===== src/rtl/uart_rx_ctrl_if.sv =====
// rtl/uart_rx_ctrl_if.sv - receiver/FIFO/status bundle for uart_rx_ctrl
//
// Purpose: groups every non-clock signal of uart_rx_ctrl. The slave modport is
// the controller's view; the master modport is the view of whoever drives the
// receiver side and reads the FIFO/status (receiver + register block, or a bench).
//
// Signals (controller view):
//   enable     in   software receive enable
//   rx_done    in   one-cycle pulse, rx_data valid
//   rx_data    in   received byte
//   rx_busy    in   receiver mid-frame
//   rx_en      out  enable to receiver
//   pop        in   consume head entry
//   pop_data   out  head entry (first-word fall-through)
//   fifo_empty out  FIFO empty
//   fifo_full  out  FIFO full
//   fifo_level out  entries held
//   ovr_clr    in   clears overrun
//   overrun    out  sticky byte-dropped flag
//   timeout    out  idle timeout flag
//   irq        out  interrupt request
interface uart_rx_ctrl_if #(
   parameter int DATA_WIDTH = 8,
   parameter int FIFO_DEPTH = 4,
   parameter int LVL_WIDTH  = $clog2(FIFO_DEPTH) + 1
);
   logic                  enable;
   logic                  rx_done;
   logic [DATA_WIDTH-1:0] rx_data;
   logic                  rx_busy;
   logic                  rx_en;
   logic                  pop;
   logic [DATA_WIDTH-1:0] pop_data;
   logic                  fifo_empty;
   logic                  fifo_full;
   logic [LVL_WIDTH-1:0]  fifo_level;
   logic                  ovr_clr;
   logic                  overrun;
   logic                  timeout;
   logic                  irq;

   modport slave (
      input  enable, rx_done, rx_data, rx_busy, pop, ovr_clr,
      output rx_en, pop_data, fifo_empty, fifo_full, fifo_level, overrun, timeout, irq
   );

   modport master (
      output enable, rx_done, rx_data, rx_busy, pop, ovr_clr,
      input  rx_en, pop_data, fifo_empty, fifo_full, fifo_level, overrun, timeout, irq
   );
endinterface


===== src/rtl/uart_rx_ctrl.sv =====
// rtl/uart_rx_ctrl.sv - UART receive sequencing, FWFT byte FIFO and status flags
//
// Purpose: enables the UART receiver, captures every rx_done byte into a small
// first-word-fall-through FIFO, throttles the receiver while the FIFO is full,
// flags dropped bytes (overrun) and an optional idle timeout, and raises irq.
//
// Ports:
//   clk  in  clock
//   rst  in  asynchronous reset, active-high
//   bus  uart_rx_ctrl_if.slave (enable, rx_done, rx_data, rx_busy, pop, ovr_clr in;
//        rx_en, pop_data, fifo_empty, fifo_full, fifo_level, overrun, timeout, irq out)
//
// Configuration macro: UART_RX_CTRL_TIMEOUT_EN enables the idle timeout counter;
// when undefined, timeout is tied low.
module uart_rx_ctrl #(
   parameter int DATA_WIDTH     = 8,
   parameter int FIFO_DEPTH     = 4,
   parameter int LVL_WIDTH      = $clog2(FIFO_DEPTH) + 1,
   parameter int TIMEOUT_CYCLES = 1000,
   parameter int IRQ_THRESH     = 2
) (
   input logic           clk,
   input logic           rst,
   uart_rx_ctrl_if.slave bus
);

   localparam int PTR_W = LVL_WIDTH - 1;

   localparam logic [1:0] ST_OFF   = 2'd0;
   localparam logic [1:0] ST_ARMED = 2'd1;
   localparam logic [1:0] ST_RECV  = 2'd2;
   localparam logic [1:0] ST_HOLD  = 2'd3;

   logic [1:0]            state_q, state_d;
   logic [PTR_W-1:0]      wptr_q, wptr_d;
   logic [PTR_W-1:0]      rptr_q, rptr_d;
   logic [LVL_WIDTH-1:0]  level_q, level_d;
   logic                  overrun_q, overrun_d;
   logic [DATA_WIDTH-1:0] mem [FIFO_DEPTH];

   logic empty, full;
   logic do_push, do_pop, drop;

   assign empty = (level_q == '0);
   assign full  = (level_q == LVL_WIDTH'(FIFO_DEPTH));

   // A push into a full FIFO is only accepted when the head leaves the same cycle.
   assign do_pop  = bus.pop & ~empty;
   assign do_push = bus.rx_done & (~full | bus.pop);
   assign drop    = bus.rx_done & full & ~bus.pop;

   // ---------------- receiver sequencing ----------------
   always_comb begin
      state_d = state_q;
      case (state_q)
         ST_OFF:   if (bus.enable) state_d = ST_ARMED;
         ST_ARMED: begin
            if (!bus.enable)     state_d = ST_OFF;
            else if (full)       state_d = ST_HOLD;
            else if (bus.rx_busy) state_d = ST_RECV;
         end
         // A frame in progress always runs to completion, even if enable drops.
         ST_RECV:  begin
            if (!bus.rx_busy) begin
               if (!bus.enable) state_d = ST_OFF;
               else if (full)   state_d = ST_HOLD;
               else             state_d = ST_ARMED;
            end
         end
         ST_HOLD:  begin
            if (!bus.enable) state_d = ST_OFF;
            else if (!full)  state_d = ST_ARMED;
         end
         default:  state_d = ST_OFF;
      endcase
   end

   // ---------------- FIFO bookkeeping ----------------
   always_comb begin
      wptr_d    = do_push ? wptr_q + PTR_W'(1) : wptr_q;
      rptr_d    = do_pop  ? rptr_q + PTR_W'(1) : rptr_q;
      level_d   = level_q + LVL_WIDTH'(do_push) - LVL_WIDTH'(do_pop);
      // Setting takes priority over a same-cycle clear.
      overrun_d = drop ? 1'b1 : (bus.ovr_clr ? 1'b0 : overrun_q);
   end

   always_ff @(posedge clk or posedge rst) begin
      if (rst) begin
         state_q   <= ST_OFF;
         wptr_q    <= '0;
         rptr_q    <= '0;
         level_q   <= '0;
         overrun_q <= 1'b0;
      end else begin
         state_q   <= state_d;
         wptr_q    <= wptr_d;
         rptr_q    <= rptr_d;
         level_q   <= level_d;
         overrun_q <= overrun_d;
      end
   end

   // Storage needs no reset: an empty FIFO masks its contents on pop_data.
   always_ff @(posedge clk) begin
      if (do_push) mem[wptr_q] <= bus.rx_data;
   end

   // ---------------- idle timeout ----------------
   logic timeout_flag;

`ifdef UART_RX_CTRL_TIMEOUT_EN
   localparam int CNT_W = $clog2(TIMEOUT_CYCLES);

   logic [CNT_W-1:0] cnt_q, cnt_d;
   logic             timeout_q, timeout_d;
   logic             at_limit;

   assign at_limit = (cnt_q == CNT_W'(TIMEOUT_CYCLES - 1));

   always_comb begin
      cnt_d     = cnt_q;
      timeout_d = timeout_q;
      if (bus.rx_done || bus.pop || bus.rx_busy || empty) cnt_d = '0;
      else if (!at_limit)                                 cnt_d = cnt_q + CNT_W'(1);
      // Only draining the FIFO clears the flag; receiver activity does not.
      if (bus.pop || empty)  timeout_d = 1'b0;
      else if (at_limit)     timeout_d = 1'b1;
   end

   always_ff @(posedge clk or posedge rst) begin
      if (rst) begin
         cnt_q     <= '0;
         timeout_q <= 1'b0;
      end else begin
         cnt_q     <= cnt_d;
         timeout_q <= timeout_d;
      end
   end

   assign timeout_flag = timeout_q;
`else
   assign timeout_flag = 1'b0;
`endif

   // ---------------- outputs ----------------
   assign bus.rx_en      = (state_q == ST_ARMED) | (state_q == ST_RECV);
   assign bus.pop_data   = empty ? '0 : mem[rptr_q];
   assign bus.fifo_empty = empty;
   assign bus.fifo_full  = full;
   assign bus.fifo_level = level_q;
   assign bus.overrun    = overrun_q;
   assign bus.timeout    = timeout_flag;
   assign bus.irq        = (level_q >= LVL_WIDTH'(IRQ_THRESH)) | timeout_flag | overrun_q;

endmodule


===== src/flat_wrapper.sv =====
// flat-port wrapper written by rule: the top's interface ports become plain ports
module uart_rx_ctrl_flat 
#(
   parameter int DATA_WIDTH     = 8,
   parameter int FIFO_DEPTH     = 4,
   parameter int LVL_WIDTH      = $clog2(FIFO_DEPTH) + 1,
   parameter int TIMEOUT_CYCLES = 1000,
   parameter int IRQ_THRESH     = 2
)
  (clk, rst, bus_enable, bus_rx_done, bus_rx_data, bus_rx_busy, bus_pop, bus_ovr_clr, bus_rx_en, bus_pop_data, bus_fifo_empty, bus_fifo_full, bus_fifo_level, bus_overrun, bus_timeout, bus_irq);
  uart_rx_ctrl_if #(.DATA_WIDTH(DATA_WIDTH), .FIFO_DEPTH(FIFO_DEPTH), .LVL_WIDTH(LVL_WIDTH)) bus_i ();
  input logic clk;
  input logic rst;
  input wire logic [$bits(bus_i.enable)-1:0] bus_enable;
  input wire logic [$bits(bus_i.rx_done)-1:0] bus_rx_done;
  input wire logic [$bits(bus_i.rx_data)-1:0] bus_rx_data;
  input wire logic [$bits(bus_i.rx_busy)-1:0] bus_rx_busy;
  input wire logic [$bits(bus_i.pop)-1:0] bus_pop;
  input wire logic [$bits(bus_i.ovr_clr)-1:0] bus_ovr_clr;
  output wire logic [$bits(bus_i.rx_en)-1:0] bus_rx_en;
  output wire logic [$bits(bus_i.pop_data)-1:0] bus_pop_data;
  output wire logic [$bits(bus_i.fifo_empty)-1:0] bus_fifo_empty;
  output wire logic [$bits(bus_i.fifo_full)-1:0] bus_fifo_full;
  output wire logic [$bits(bus_i.fifo_level)-1:0] bus_fifo_level;
  output wire logic [$bits(bus_i.overrun)-1:0] bus_overrun;
  output wire logic [$bits(bus_i.timeout)-1:0] bus_timeout;
  output wire logic [$bits(bus_i.irq)-1:0] bus_irq;
  assign bus_i.enable = bus_enable;
  assign bus_i.rx_done = bus_rx_done;
  assign bus_i.rx_data = bus_rx_data;
  assign bus_i.rx_busy = bus_rx_busy;
  assign bus_i.pop = bus_pop;
  assign bus_i.ovr_clr = bus_ovr_clr;
  assign bus_rx_en = bus_i.rx_en;
  assign bus_pop_data = bus_i.pop_data;
  assign bus_fifo_empty = bus_i.fifo_empty;
  assign bus_fifo_full = bus_i.fifo_full;
  assign bus_fifo_level = bus_i.fifo_level;
  assign bus_overrun = bus_i.overrun;
  assign bus_timeout = bus_i.timeout;
  assign bus_irq = bus_i.irq;
  uart_rx_ctrl #(.DATA_WIDTH(DATA_WIDTH), .FIFO_DEPTH(FIFO_DEPTH), .LVL_WIDTH(LVL_WIDTH), .TIMEOUT_CYCLES(TIMEOUT_CYCLES), .IRQ_THRESH(IRQ_THRESH)) u_core (.clk(clk), .rst(rst), .bus(bus_i));
endmodule

===== config.mk =====
export PLATFORM = sky130hd
export DESIGN_NAME = uart_rx_ctrl_flat
export DESIGN_NICKNAME = d
export VERILOG_FILES = /design/src/rtl/uart_rx_ctrl_if.sv /design/src/rtl/uart_rx_ctrl.sv /design/src/flat_wrapper.sv
export SDC_FILE = /design/constraint.sdc
export NUM_CORES = 1
export LEC_CHECK = 0
export ABC_CLOCK_PERIOD_IN_PS = 2180
export CORE_ASPECT_RATIO = 0.6
export CORE_MARGIN = 10
export CORE_UTILIZATION = 42
export DETAILED_ROUTE_END_ITERATION = 10
export PLACE_DENSITY = 0.68
export REMOVE_ABC_BUFFERS = 1
export SLEW_MARGIN = 10
export SYNTH_ARGS = -nofsm -noshare
export SYNTH_HDL_FRONTEND = slang
export SYNTH_SLANG_ARGS = --single-unit

===== constraint.sdc =====
create_clock -name clk -period 2.18 [get_ports clk]
set_clock_uncertainty 0.05 [all_clocks]
set_input_delay 0.436 -clock clk [delete_from_list [all_inputs] [get_ports clk]]
set_output_delay 0.436 -clock clk [all_outputs]
set_load 0.02 [all_outputs]

==> impl_metrics.yaml <==
worst_setup_path:
  crit_top_cell: "buf_6"
  r2r_end: "u_core.bus.fifo_level[1]"
  criticalPathCategory: "flip-flop to output port"
  critical_path.max_fanout: 4
  startpoint_type: "flip-flop"
  r2r_cells: 6
  reg2reg_slack_ns: 0.08
  cpPeakStageDelay_ns: 0.49
  r2r-start: "u_core.bus.fifo_level[1]"
  cp_cell_sequence: "buf_6 > buf_6 > mux4_2 > and2_4 > buf_6"
  critPathSlowestCell: "mux4_2"
  cp.required_ns: 1.69
  crit_path_end_kind: "output port"
  crit_arrival_ns: 1.70
layout:
  antenna_cells: 0
  nNetsFinal: 199
  fillers: 318
  area_delta_synth_final_pct: 33.7
  final_cells: 232
  layout-drive-gt1-share_pct: 29.7
timing:
  fmaxAchievable_mhz: 458
  fin_crit_sh_pct: 100
  rsz0062_at_grt: "true"
  fin_ws_ns: -0.00157
  fin_tns_setup_ns: -0.00157
  hold_slack_ns: 0.378
  setup_viol: 1
  drv_slew: 0
  fin_crit_ns: 2.18
  finalHoldViolCount: 0
global_routing:
  gr-total-overflow: 0
  grt_first_pass_wirelength_um: 5840
  grt_max_degree: 14
  grt_pass1_vias: 1174
  grt_use_total_pct: 9.77
  antenna_found_initial: 0
detailed_routing:
  vias: 1094
  viasPerCell: 4.72
  routed_wl_um: 3690
  firstDrtPassIters: 4
  antenna_left: 0
  routedWlPerCell_um: 15.9
  drt-initial-drc-count: 61
  drc: 0
power:
  seq_power_share_pct: 33.6
  switching_share_pct: 34.0
  power_frac_clock_pct: 16.8
  comb_power_share_pct: 49.6
  net-switching-power_mw: 1.23
  ir_drop_mv: 0.703
  intPower_mw: 2.39
  powerDensity_nw_per_um2: 1410
  p_leak_nw: 1.02
logic_synthesis:
  avgSynthCellArea_sq_um: 15.6
  synth.most_common_cell: "edfxtp_1"
  synth_cells: 123
  synth.distinct_cells: 28
  synthFlopType: "edfxtp_1"
  synth_edf_count: 32
  ys_ff_latch: 42
  synth_common_cells: "32 x edfxtp_1, 14 x inv_1, 13 x and2_1"
  ys_warn_count: 0
  synth_top_area_cell: "edfxtp_1"
  syn-cell-area_sq_um: 1920
  yosysTopAreaCellShare_pct: 50.2
  async_reset_ff_share_pct: 23.8
  synth_seq_area_share_pct: 63.2
  ys_top_cells_by_area: "edfxtp_1 50%, dfrtp_1 13%, mux4_2 9.4%, ha_1 7.8%, and2_1 4.2%"
cts:
  cts_tree: "yes"
  clkSlewWorstSetupHoldPaths_ns: 0.08
  root_buffer: "clkbuf_8"
  numCtsBuffers: 5
  hold_buffers: 0
  cts_buffer_depth: 2
  clkSinkCount: 42
  htree_levels: 2
  worstSkewPairLatency_ns: 0.29
worst_hold_path:
  hp-class: "input pin to asynchronous set/reset pin"
die:
  die_h_um: 72.3
  row_count: 18
  die_w_um: 107
  io_pins: 32
  start_util_pct: 45.0
  die_area_sq_um: 7750
  core_area_sq_um: 4260
placement:
  port_buffers: 30
  placed_cells: 219
  place_ws_ns: -0.0475
  dp_hpwl_um: 2720
  place_congestion: 0.799
status:
  violations: "setup timing"
  status: "finished, violations left"
run:
  drv_cap: 0
## critical path: cells and delay by family (launching register included)
family	cells	cell delay (ns)
buf+inv	3	0.37
simple gates	1	0.15
flops	1	0.39
mux	1	0.49
## cell type report
| type | count | area (sq um) | share of cell area, % |
|---|---|---|---|
| Multi-Input combinational cell | 61 | 629 | 24.6 |
| Timing Repair Buffer | 46 | 467 | 18.2 |
| Inverter | 15 | 68.8 | 2.69 |
| Sequential cell | 42 | 1210 | 47.3 |
| Tap cell | 60 | 75.1 | 2.93 |
| Clock inverter | 2 | 37.5 | 1.47 |
| Clock buffer | 6 | 72.6 | 2.83 |
## cell families after synthesis
kind of cell | after synthesis | share of synthesized area, %
DFF | 42 | 63.2
buffers and inverters | 20 | 5.23
and+or+nand+nor | 24 | 7.12
AOI/OAI and AO/OA | 10 | 3.53
muxes | 9 | 9.99
adders and majority gates | 13 | 8.88
xor gates and xnor gates | 4 | 1.83
other | 1 | 0.196
## per-stage QoR
stage / utilization (%) / power (mW) / cell area (sq um)
CTS: 58.3 / 3.46 / 2480
global placement: 56.2 / 2.89 / 2390
floorplan: - / 2.16 / 1880
finish: 60.2 / 3.62 / 2560
detailed placement: 56.2 / 2.94 / 2390
global route: 60.2 / 3.84 / 2560
## what timing repair did
item | in CTS | in global routing
pin swaps | 0 | 4
setup buffers | 1 | 4
gates resized for setup | 37 | 21
gates cloned | 0 | 0
setup endpoints to repair | 11 | 9
## worst max path at each step
stage	start	endpoint	depth (start not counted)
2_1_floorplan	u_core.bus.fifo_level[0]	u_core.bus.fifo_level[2]	7
3_3_place_gp	bus_pop	u_core.bus.fifo_level[2]	7
3_5_place_dp	bus_pop	u_core.bus.fifo_level[2]	7
4_1_cts	u_core.rptr_q[0]	bus_pop_data[0]	5
5_1_grt	u_core.rptr_q[0]	bus_pop_data[0]	5
6_report	u_core.rptr_q[0]	bus_pop_data[0]	5
## sequential cells by signal (all words and copies together) (netlist names)
signal,count
u_core.mem,32
u_core.rptr_q,2
u_core.bus.fifo_level,3
u_core.bus.overrun,1
u_core.wptr_q,2
u_core.state_q,2
## placed cells by master, fill, tap and decap left out
cell	n
clkbuf_8	5
inv_1	14
clkdlybuf4s15_1	2
nor3_2	1
clkinvlp_4	1
conb_1	1
buf_12	4
mux2_1	1
o22ai_1	1
fa_2	1
clkinv_8	1
mux4_2	8
a311oi_2	1
xor2_1	1
clkbuf_1	1
xnor2_1	3
ha_1	12
o21ai_1	1
dfrtp_1	10
nor2_1	2
dlymetal6s2s_1	1
buf_4	11
or3b_4	1
nand2_1	6
edfxtp_1	32
o2111ai_1	1
bufinv_16	1
and2_4	6
or3_4	1
buf_6	6
o21ai_0	3
clkdlybuf4s50_1	18
dlygate4sd2_1	1
and2_1	7
a21oi_1	2
buf_2	3
o21a_1	1
## power by group through the flow
stage | registers [mW] | clock network, mW | logic, mW
after floorplan | 1.26 | 0 | 0.897
after global placement | 1.22 | 0 | 1.68
after detailed placement | 1.23 | 0 | 1.71
after CTS | 1.22 | 0.615 | 1.63
after global routing | 1.24 | 0.642 | 1.96
final | 1.22 | 0.607 | 1.80
## per-layer routing
layer  part of all wire (%)  vias up  global-route usage (%)
met4                    1.0        0                    2.69
met5                      0        -                       0
met3                    5.7        4                    4.23
li1                       -      531                       -
met2                     50       20                    16.6
met1                     43      539                    11.0
Power figures use the tool's default switching activity.
